File: src/rtl/mc_controller.sv
// Multi-cycle MIPS control FSM: sequences FETCH/DECODE/EXEC/MEM/WB over a shared
// ALU, memory port, IR and PC, decoding addu, subu, ori, lw, sw, beq, lui, j, jal, jr.
// Optional feature macro: MEM_WAIT_EN (MEM waits on mem_ready, with a timeout after MEM_WAIT_MAX cycles).
module mc_controller #(
  parameter int unsigned MEM_WAIT_MAX = 15
) (
  input  logic       clk,
  input  logic       reset,
  input  logic [5:0] opcode,
  input  logic [5:0] funct,
  input  logic       zero,
  input  logic       mem_ready,
  output logic       pc_write,
  output logic       pc_write_cond,
  output logic [1:0] pc_src,
  output logic       ir_write,
  output logic       mem_read,
  output logic       mem_write,
  output logic       reg_write,
  output logic [1:0] reg_dst,
  output logic [1:0] mem_to_reg,
  output logic       alu_src_a,
  output logic [1:0] alu_src_b,
  output logic [3:0] alu_ctrl,
  output logic [3:0] ext_op,
  output logic [2:0] state,
  output logic       instr_done,
  output logic       illegal,
  output logic       mem_err
);

  localparam int unsigned OP_W    = 6;
  localparam int unsigned STATE_W = 3;

  localparam logic [OP_W-1:0] OP_RTYPE = 6'h00;
  localparam logic [OP_W-1:0] OP_J     = 6'h02;
  localparam logic [OP_W-1:0] OP_JAL   = 6'h03;
  localparam logic [OP_W-1:0] OP_BEQ   = 6'h04;
  localparam logic [OP_W-1:0] OP_ORI   = 6'h0D;
  localparam logic [OP_W-1:0] OP_LUI   = 6'h0F;
  localparam logic [OP_W-1:0] OP_LW    = 6'h23;
  localparam logic [OP_W-1:0] OP_SW    = 6'h2B;

  localparam logic [OP_W-1:0] FN_NOP   = 6'h00;
  localparam logic [OP_W-1:0] FN_JR    = 6'h08;
  localparam logic [OP_W-1:0] FN_ADDU  = 6'h21;
  localparam logic [OP_W-1:0] FN_SUBU  = 6'h23;

  localparam logic [1:0] PC_SRC_ALU  = 2'd0;
  localparam logic [1:0] PC_SRC_BR   = 2'd1;
  localparam logic [1:0] PC_SRC_JUMP = 2'd2;
  localparam logic [1:0] PC_SRC_RS   = 2'd3;

  localparam logic [1:0] B_RT   = 2'd0;
  localparam logic [1:0] B_FOUR = 2'd1;
  localparam logic [1:0] B_EXT  = 2'd2;
  localparam logic [1:0] B_BR   = 2'd3;

  localparam logic [3:0] ALU_ADD = 4'd1;
  localparam logic [3:0] ALU_SUB = 4'd2;
  localparam logic [3:0] ALU_OR  = 4'd3;

  localparam logic [3:0] EXT_SIGN  = 4'b1000;
  localparam logic [3:0] EXT_ZERO  = 4'b0100;
  localparam logic [3:0] EXT_UPPER = 4'b0010;

  localparam logic [1:0] DST_RT = 2'd0;
  localparam logic [1:0] DST_RD = 2'd1;
  localparam logic [1:0] DST_RA = 2'd2;

  localparam logic [1:0] M2R_ALU = 2'd0;
  localparam logic [1:0] M2R_MDR = 2'd1;
  localparam logic [1:0] M2R_PC  = 2'd2;

  typedef enum logic [STATE_W-1:0] {
    S_FETCH  = 3'd0,
    S_DECODE = 3'd1,
    S_EXEC   = 3'd2,
    S_MEM    = 3'd3,
    S_WB     = 3'd4
  } state_e;

  typedef enum logic [3:0] {
    K_ADDU, K_SUBU, K_ORI, K_LW, K_SW, K_BEQ, K_LUI, K_J, K_JAL, K_JR, K_NOP, K_ILL
  } kind_e;

  typedef struct packed {
    logic       pc_write;
    logic       pc_write_cond;
    logic [1:0] pc_src;
    logic       ir_write;
    logic       mem_read;
    logic       mem_write;
    logic       reg_write;
    logic [1:0] reg_dst;
    logic [1:0] mem_to_reg;
    logic       alu_src_a;
    logic [1:0] alu_src_b;
    logic [3:0] alu_ctrl;
    logic [3:0] ext_op;
    logic       instr_done;
    logic       illegal;
    logic       mem_err;
  } ctrl_t;

  state_e state_q, state_d;
  kind_e  kind_c;
  ctrl_t  ctrl_c, ctrl_g;
  logic   mem_go_c;
  logic   unused_c;

  // Classify the instruction held in IR
  always_comb begin
    kind_c = K_ILL;
    case (opcode)
      OP_RTYPE: begin
        case (funct)
          FN_ADDU: kind_c = K_ADDU;
          FN_SUBU: kind_c = K_SUBU;
          FN_JR:   kind_c = K_JR;
          FN_NOP:  kind_c = K_NOP;
          default: kind_c = K_ILL;
        endcase
      end
      OP_ORI:  kind_c = K_ORI;
      OP_LW:   kind_c = K_LW;
      OP_SW:   kind_c = K_SW;
      OP_BEQ:  kind_c = K_BEQ;
      OP_LUI:  kind_c = K_LUI;
      OP_J:    kind_c = K_J;
      OP_JAL:  kind_c = K_JAL;
      default: kind_c = K_ILL;
    endcase
  end

`ifdef MEM_WAIT_EN
  localparam int unsigned WAIT_W = (MEM_WAIT_MAX > 1) ? $clog2(MEM_WAIT_MAX) : 1;

  logic [WAIT_W-1:0] wait_q, wait_d;

  // Count MEM cycles; cleared whenever outside MEM so each entry starts at zero
  always_comb begin
    wait_d = '0;
    if (state_q == S_MEM) wait_d = wait_q + WAIT_W'(1);
  end

  // Wait counter register
  always_ff @(posedge clk) begin
    if (reset) wait_q <= '0;
    else       wait_q <= wait_d;
  end

  assign unused_c = zero;
`else
  assign unused_c = ^{zero, mem_ready, 32'(MEM_WAIT_MAX)};
`endif

  // Next-state and datapath control for the current state
  always_comb begin
    ctrl_c   = '0;
    state_d  = state_q;
    mem_go_c = 1'b0;
    case (state_q)
      S_FETCH: begin
        ctrl_c.mem_read  = 1'b1;
        ctrl_c.ir_write  = 1'b1;
        ctrl_c.pc_write  = 1'b1;
        ctrl_c.pc_src    = PC_SRC_ALU;
        ctrl_c.alu_src_b = B_FOUR;
        ctrl_c.alu_ctrl  = ALU_ADD;
        state_d          = S_DECODE;
      end
      S_DECODE: begin
        // Branch target is always precomputed into ALUOut here
        ctrl_c.alu_src_b = B_BR;
        ctrl_c.alu_ctrl  = ALU_ADD;
        case (kind_c)
          K_J: begin
            ctrl_c.pc_write   = 1'b1;
            ctrl_c.pc_src     = PC_SRC_JUMP;
            ctrl_c.instr_done = 1'b1;
            state_d           = S_FETCH;
          end
          K_JAL: begin
            ctrl_c.pc_write   = 1'b1;
            ctrl_c.pc_src     = PC_SRC_JUMP;
            ctrl_c.reg_write  = 1'b1;
            ctrl_c.reg_dst    = DST_RA;
            ctrl_c.mem_to_reg = M2R_PC;
            ctrl_c.instr_done = 1'b1;
            state_d           = S_FETCH;
          end
          K_JR: begin
            ctrl_c.pc_write   = 1'b1;
            ctrl_c.pc_src     = PC_SRC_RS;
            ctrl_c.instr_done = 1'b1;
            state_d           = S_FETCH;
          end
          K_NOP: begin
            ctrl_c.instr_done = 1'b1;
            state_d           = S_FETCH;
          end
          K_ILL: begin
            ctrl_c.illegal    = 1'b1;
            ctrl_c.instr_done = 1'b1;
            state_d           = S_FETCH;
          end
          default: state_d = S_EXEC;
        endcase
      end
      S_EXEC: begin
        ctrl_c.alu_src_a = 1'b1;
        case (kind_c)
          K_ADDU: begin
            ctrl_c.alu_src_b = B_RT;
            ctrl_c.alu_ctrl  = ALU_ADD;
            state_d          = S_WB;
          end
          K_SUBU: begin
            ctrl_c.alu_src_b = B_RT;
            ctrl_c.alu_ctrl  = ALU_SUB;
            state_d          = S_WB;
          end
          K_ORI: begin
            ctrl_c.alu_src_b = B_EXT;
            ctrl_c.alu_ctrl  = ALU_OR;
            ctrl_c.ext_op    = EXT_ZERO;
            state_d          = S_WB;
          end
          K_LUI: begin
            // rs is $0 in the encoding, so rs + (imm<<16) yields the upper immediate
            ctrl_c.alu_src_b = B_EXT;
            ctrl_c.alu_ctrl  = ALU_ADD;
            ctrl_c.ext_op    = EXT_UPPER;
            state_d          = S_WB;
          end
          K_LW, K_SW: begin
            ctrl_c.alu_src_b = B_EXT;
            ctrl_c.alu_ctrl  = ALU_ADD;
            ctrl_c.ext_op    = EXT_SIGN;
            state_d          = S_MEM;
          end
          K_BEQ: begin
            ctrl_c.alu_src_b     = B_RT;
            ctrl_c.alu_ctrl      = ALU_SUB;
            ctrl_c.pc_write_cond = 1'b1;
            ctrl_c.pc_src        = PC_SRC_BR;
            ctrl_c.instr_done    = 1'b1;
            state_d              = S_FETCH;
          end
          default: state_d = S_FETCH;
        endcase
      end
      S_MEM: begin
        ctrl_c.mem_read  = (kind_c == K_LW);
        ctrl_c.mem_write = (kind_c == K_SW);
`ifdef MEM_WAIT_EN
        if (mem_ready) begin
          mem_go_c = 1'b1;
        end else if (wait_q == WAIT_W'(MEM_WAIT_MAX - 1)) begin
          ctrl_c.mem_err    = 1'b1;
          ctrl_c.instr_done = 1'b1;
          state_d           = S_FETCH;
        end
`else
        mem_go_c = 1'b1;
`endif
        if (mem_go_c) begin
          if (kind_c == K_LW) begin
            state_d = S_WB;
          end else begin
            ctrl_c.instr_done = 1'b1;
            state_d           = S_FETCH;
          end
        end
      end
      S_WB: begin
        ctrl_c.reg_write  = 1'b1;
        ctrl_c.instr_done = 1'b1;
        ctrl_c.reg_dst    = DST_RT;
        ctrl_c.mem_to_reg = M2R_ALU;
        case (kind_c)
          K_ADDU, K_SUBU: ctrl_c.reg_dst    = DST_RD;
          K_LW:           ctrl_c.mem_to_reg = M2R_MDR;
          default:        ctrl_c.reg_dst    = DST_RT;
        endcase
        state_d = S_FETCH;
      end
      default: state_d = S_FETCH;
    endcase
  end

  // State register; reset abandons any in-flight instruction
  always_ff @(posedge clk) begin
    if (reset) state_q <= S_FETCH;
    else       state_q <= state_d;
  end

  assign ctrl_g = reset ? '0 : ctrl_c;

  assign {pc_write, pc_write_cond, pc_src, ir_write, mem_read, mem_write, reg_write,
          reg_dst, mem_to_reg, alu_src_a, alu_src_b, alu_ctrl, ext_op,
          instr_done, illegal, mem_err} = ctrl_g;

  assign state = STATE_W'(state_q);

endmodule
File: config.mk
export PLATFORM = sky130hd
export DESIGN_NAME = mc_controller
export DESIGN_NICKNAME = d
export VERILOG_FILES = /design/src/rtl/mc_controller.sv
export SDC_FILE = /design/constraint.sdc
export NUM_CORES = 1
export LEC_CHECK = 0
export CORE_MARGIN = 2
export CORE_UTILIZATION = 37
export DETAILED_ROUTE_END_ITERATION = 8
export GPL_ROUTABILITY_DRIVEN = 0
export PLACE_DENSITY = 0.89
export SKIP_LAST_GASP = 1
export SYNTH_ARGS = -nofsm -noshare
export SYNTH_HDL_FRONTEND = slang
export SYNTH_SLANG_ARGS = --single-unit
File: constraint.sdc
create_clock -name clk -period 2.9 [get_ports clk]
set_input_delay 0.29 -clock clk [delete_from_list [all_inputs] [get_ports clk]]
set_output_delay 0.29 -clock clk [all_outputs]
set_load 0.02 [all_outputs]
Word-level counts from Yosys, hierarchy flattened
Index checks and enable logic that the tools add are counted.

storage, ports and cells
  input bits = 16
  memory bits (writable) = 0
  ROM bits = 0
  memories = 0
  register bits = 3
  latch bits = 0
  output and inout bits = 29
  word-level logic and storage cells = 69

cells by class
  equal/unequal tests = 25
  div/mod/pow operators = 0
  multipliers = 0
  muxes and demuxes = 31
  add/sub/neg operators = 0
  reductions and logical operators = 12
  shifts and indexed selects = 0
  bitwise gates (word level) = 0
  order comparisons = 0

operators with widths
  kind                                                  count
  one-hot mux 4 bit (8 select lines)                    1
  2-to-1 mux 26 bit                                     1
  equality test 6 bit (second input constant)           4
  one-hot mux 6 bit (4 select lines)                    1
  equality test 6 x 4 -> 1 bit (second input constant)  3
  one-hot mux 6 bit (3 select lines)                    1
  equality test 4 x 3 -> 1 bit (second input constant)  4
  equality test 4 bit (second input constant)           4
  one-hot mux 4 bit (4 select lines)                    1
  equality test 6 x 2 -> 1 bit (second input constant)  2
  zero test 6 bit                                       2
  2-to-1 mux 1 bit                                      12
  one-hot mux 3 bit (4 select lines)                    1
  one-hot mux 4 bit (3 select lines)                    1
  one-hot mux 5 bit (2 select lines)                    1
  equality test 4 x 2 -> 1 bit (second input constant)  2
  one-hot mux 2 bit (2 select lines)                    2
  OR reduction 2 bit                                    4
  equality test 3 x 2 -> 1 bit (second input constant)  2
  equality test 6 x 3 -> 1 bit (second input constant)  1
  2-to-1 mux 3 bit                                      2
  one-hot mux 3 bit (2 select lines)                    1
  OR reduction 3 bit                                    2
  2-to-1 mux 5 bit                                      1
  other kinds (11)                                      12

Longest topological paths before layout
  depth in word-level cells = 8
  mapped depth = 7
  gate-level depth less buffers = 5

Worst setup path after synthesis
Ideal clock, no wire load.

  path type = input to output
  from = input port opcode[4]
  to = output port reg_dst[1]
  path buffers = 2
  slack = 33 ps
  data required time = 2,610 ps
  cell stages on the path = 7
  arrival = 2,577 ps
  cell sequence = buf_4 or4_4 a311o_1 o21ai_0 nand3_1 nor4_1 buf_4

on the way
  longest elaborated chain between the ends = 6
  elaborated cells between the ends (all ways) = 13
  classes of those cells = eq/ne (8); mux (4); reduce/logical (1)

RTL lines
  item                                                  line  source
  from (decl)                                           9     input logic [5:0] opcode,
  equality test 6 x 2 -> 1 bit (tied with other cells)  115   case (opcode)
  one-hot mux 4 bit (8 select lines) *                  115
  equality test 4 bit *                                 177   case (kind_c)
  2-to-1 mux 5 bit *                                    177
  one-hot mux 5 bit (2 select lines) *                  163   case (state_q)
  2-to-1 mux 26 bit *                                   299   assign ctrl_g = reset ? '0 : ctrl_c;
  to (decl)                                             20    output logic [1:0] reg_dst,

Every way passes the cells marked *; elsewhere a longest branch is shown, timed or not.

Worst setup path in the final report
  from = input port opcode[4]
  to = output port ext_op[2]

on the way
  longest elaborated chain between the ends = 7
  elaborated cells between the ends (all ways) = 17
  classes of those cells = eq/ne (11); mux (4); reduce/logical (2)

RTL lines
  item                                                                                 line  source
  equality test 6 x 2 -> 1 bit (tied with other cells)                                 115
  one-hot mux 4 bit (8 select lines) *                                                 115
  equality test 4 x 2 -> 1 bit / equality test 4 x 3 -> 1 bit (equally long branches)  213   case (kind_c)
  OR reduction 2 bit                                                                   --
  one-hot mux 4 bit (3 select lines) *                                                 213
  2-to-1 mux 4 bit *                                                                   163
  2-to-1 mux 26 bit *                                                                  299
  to (decl)                                                                            25    output logic [3:0] ext_op,

Marked as above.

==> metrics.md <==
| Metric | Value |
|---|---|
| Status | `complete, no violations` |
| Fin area | `roughly 1300 um2` |
| Setup-failing EPs final | `0` |
| Final WL | `2.75 mm` |
| FFs w/ async S/R, synth | `0` |
| Setup TNS | `0 ns` |
| Crit path capture type | `output port` |
| CP max stage delay | `between 0.5 and 0.6 ns` |
| Largest net degree at the start of global routing | `15` |
| H-tree depth | `1` |
| Die width | `between 40 and 50 um` |
| Syn. warnings | `0` |
| Worst Path Buf+Inv | `3` |
| Post-Syn Instances | `approximately 110` |
| Hold/Removal Path Class | `reg -> reg` |
| First-pass GRT wire length | `4.40 mm` |
| Mapped cell area | `736 um2` |
| Total power | `~0.00026 W` |
| Seq/Total Area, Yosys | `0.0816` |
| Layout net count | `~190` |
| Vias in the first global route | `between 1000 and 1500` |
| N_diodes | `0` |
| Comb power frac | `0.526` |
| Synth top area cells | `dfxtp_1 8.2%, buf_4 6.1%, nor2_1 5.6%, nand2_1 5.1%, a21oi_1 4.8%` |
| Drt wl/cell | `13.6 um` |
| Antenna Nets Post-Route | `0` |
| Top-area cell type share of the netlist area | `0.0816` |
| Critical-path maximum fanout | `2` |
| Worst-path cell chain | `dlygate4sd2_1 -> or4_4 -> or3_4 -> o211a_1 -> or4_4 -> buf_6 -> nor2_1 -> buf_4` |
| NetSw | `0.0000986 W` |
| Die Area | `about 2400 um2` |
| Sink Count | `3` |
| Register share of total power | `0.182` |
| Data required, critical path | `roughly 2.6 ns` |
| Slowest CP cell | `or4_4` |
| Fmax | `0.350 GHz` |
| FF-to-FF path depth | `5` |
| Crit path kind | `in -> out` |
| Syn_area_per_cell | `approximately 6.5 um2` |
| Clk_lat worst skew | `~0.24 ns` |
| Residual DRC count | `0` |
| Startpoint types | `input pin` |
| DRT Pass-1 Iters | `4` |
| Post-placement cell area | `about 1300 um2` |
| Post-CTS Hold Fix Bufs | `0` |
| Total CTS buffers | `3` |
| Vias | `approximately 1100` |
| Leak Pwr | `0.582 nW` |
| Tmin final | `around 2.9 ns` |
| WHS | `just over 0.6 ns` |
| Final hold viol count | `0` |
| Cell count of the worst hold path | `2` |
| Yosys cell types | `47` |
| Delay-heaviest family, CP | `simple AND/OR/NAND/NOR gates` |
| Area grow syn2layout | `78.7%` |
| Area leader, netlist | `dfxtp_1` |
| Vias per cell | `about 5.6` |
| Fillcell total | `156` |
| Final core utilization | `0.684` |
| DRC violation total after the first TritonRoute iteration | `27` |
| Pwr dens | `a little under 200 nW/um2` |
| Layout cells sized above 1 | `0.297` |
| Crit path arrival time | `2.56 ns` |
| Root buffer cell | `clkbuf_4` |
| Clock Power Share | `0.293` |
| Switching Share | `0.380` |
| FF+latch count, synth | `3` |
| MaxCap Viol Count | `0` |
| Internal | `between 0.00015 and 0.0002 W` |
| WP depth | `8` |
| Clock buffer depth | `2` |
| Final Max Tran Viols | `0` |
| CTS tree | `yes` |
| Core area | `approximately 1900 um2` |
| Most frequent cells in the layout | `30 x buf_4, 21 x clkdlybuf4s50_1, 11 x nor2_1, 10 x nand2_1, 8 x dlygate4sd2_1` |
| GRT Residual Overflow | `0` |
| Ys flop type | `dfxtp_1` |
| Final period utilization | `0.984` |
| Clk_skew | `approximately 0.005 ns` |
| Initial core utilization | `0.383` |
| EDFF count, synth | `0` |
| Most frequent CP cell | `or4_4` |
| Post-DP HPWL | `roughly 2.2 mm` |
| # port buffers | `38` |
| Core Rows | `16` |
| Commonest non-fill, non-tap cell in the layout | `buf_4` |
| Initial antenna violation count | `0` |
| CTS clk-pin slew, worst paths | `around 0.04 ns` |
| Ports | `45` |
| Peak VDD IR | `~0.26 mV` |
| Max FFs per register | `3` |
| GRT Overall Usage | `0.232` |
| Die span in y | `roughly 49 um` |
| Unrepaired setup endpoints after global routing | `true` |
[cell type report]
| class | count | area [um2] | share of cell area |
|---|---|---|---|
| clock buffer | 4 | 26.3 | 0.0200 |
| inverter | 6 | 22.5 | 0.0171 |
| multi-input combinational | 94 | 611 | 0.464 |
| sequential | 3 | 60.1 | 0.0457 |
| tap | 27 | 33.8 | 0.0257 |
| timing repair buffer | 68 | 562 | 0.427 |
[path summary, 6_finish.rpt]
kind | startpoint | slack, ns | to
worst min register to register | state[1]$_SDFF_PP0_ | 0.62 | state[2]$_SDFF_PP0_
worst min-delay path | state[1]$_SDFF_PP0_ | 0.62 | state[2]$_SDFF_PP0_
worst max-delay path | opcode[4] | 0.05 | ext_op[2]
worst max register to register | state[2]$_SDFF_PP0_ | 1.34 | state[2]$_SDFF_PP0_
[cell families after synthesis]
| group | after synthesis | synth area share |
|---|---|---|
| other | 1 | 0.00510 |
| buffers and inverters | 19 | 0.138 |
| xor gates and xnor gates | 4 | 0.0476 |
| DFF | 3 | 0.0816 |
| AOI/OAI and AO/OA | 33 | 0.321 |
| and+or+nand+nor | 53 | 0.406 |
[routing by layer]
layer | GRT usage | wire length, um | up-vias
li1 | - | - | 546
met1 | 0.268 | 1140 | 533
met2 | 0.424 | 1370 | 51
met3 | 0.0525 | 177 | 10
met4 | 0.0714 | 66 | 0
met5 | 0 | 0 | -
[worst register-to-register path: stages, from the launching register on]
cell and delay [ns]:
dfxtp_1 0.34, nor2_1 0.23, nand3b_1 0.23, or2_2 0.38, buf_4 0.15, o22ai_1 0.15
[cell usage after synthesis, types with 2 or more instances]
cell type	count
nor4_1	5
nand2_1	10
o22ai_1	2
a2111oi_0	2
dfxtp_1	3
or3b_2	2
or3_1	3
clkbuf_1	6
xor2_1	3
a21oi_1	7
or4_4	2
nor4b_1	2
a211o_1	2
nand3_1	5
buf_4	6
o21ai_0	4
or2_2	2
inv_1	6
nor3_1	3
nor2_1	11
[per-stage QoR]
stage | instances | setup slack, ns
after floorplan | 116 | 0.0331
after CTS | 202 | -0.115
after global routing | 202 | -0.0145
final | 202 | 0.0459
after global placement | 197 | -0.502
after detailed placement | 197 | -0.585
[timing repair]
item | 4_1_cts | 5_1_grt
resized for setup | 29 | 18
endpoints found under the setup margin | 13 | 11
buffers inserted | 1 | 0
hold endpoints to repair | 0 | 0
pin swaps | 5 | 2
[power groups by stage]
stage	clock, W	sequential [W]	combinational (W)
4_1_cts	0.0000787	0.0000469	0.000134
3_3_place_gp	0	0.0000475	0.000131
3_5_place_dp	0	0.0000475	0.000135
5_1_grt	0.0000825	0.0000473	0.000146
6_report	0.0000760	0.0000471	0.000136
2_1_floorplan	0	0.0000462	0.0000720
(Power assumes the default switching activity.)
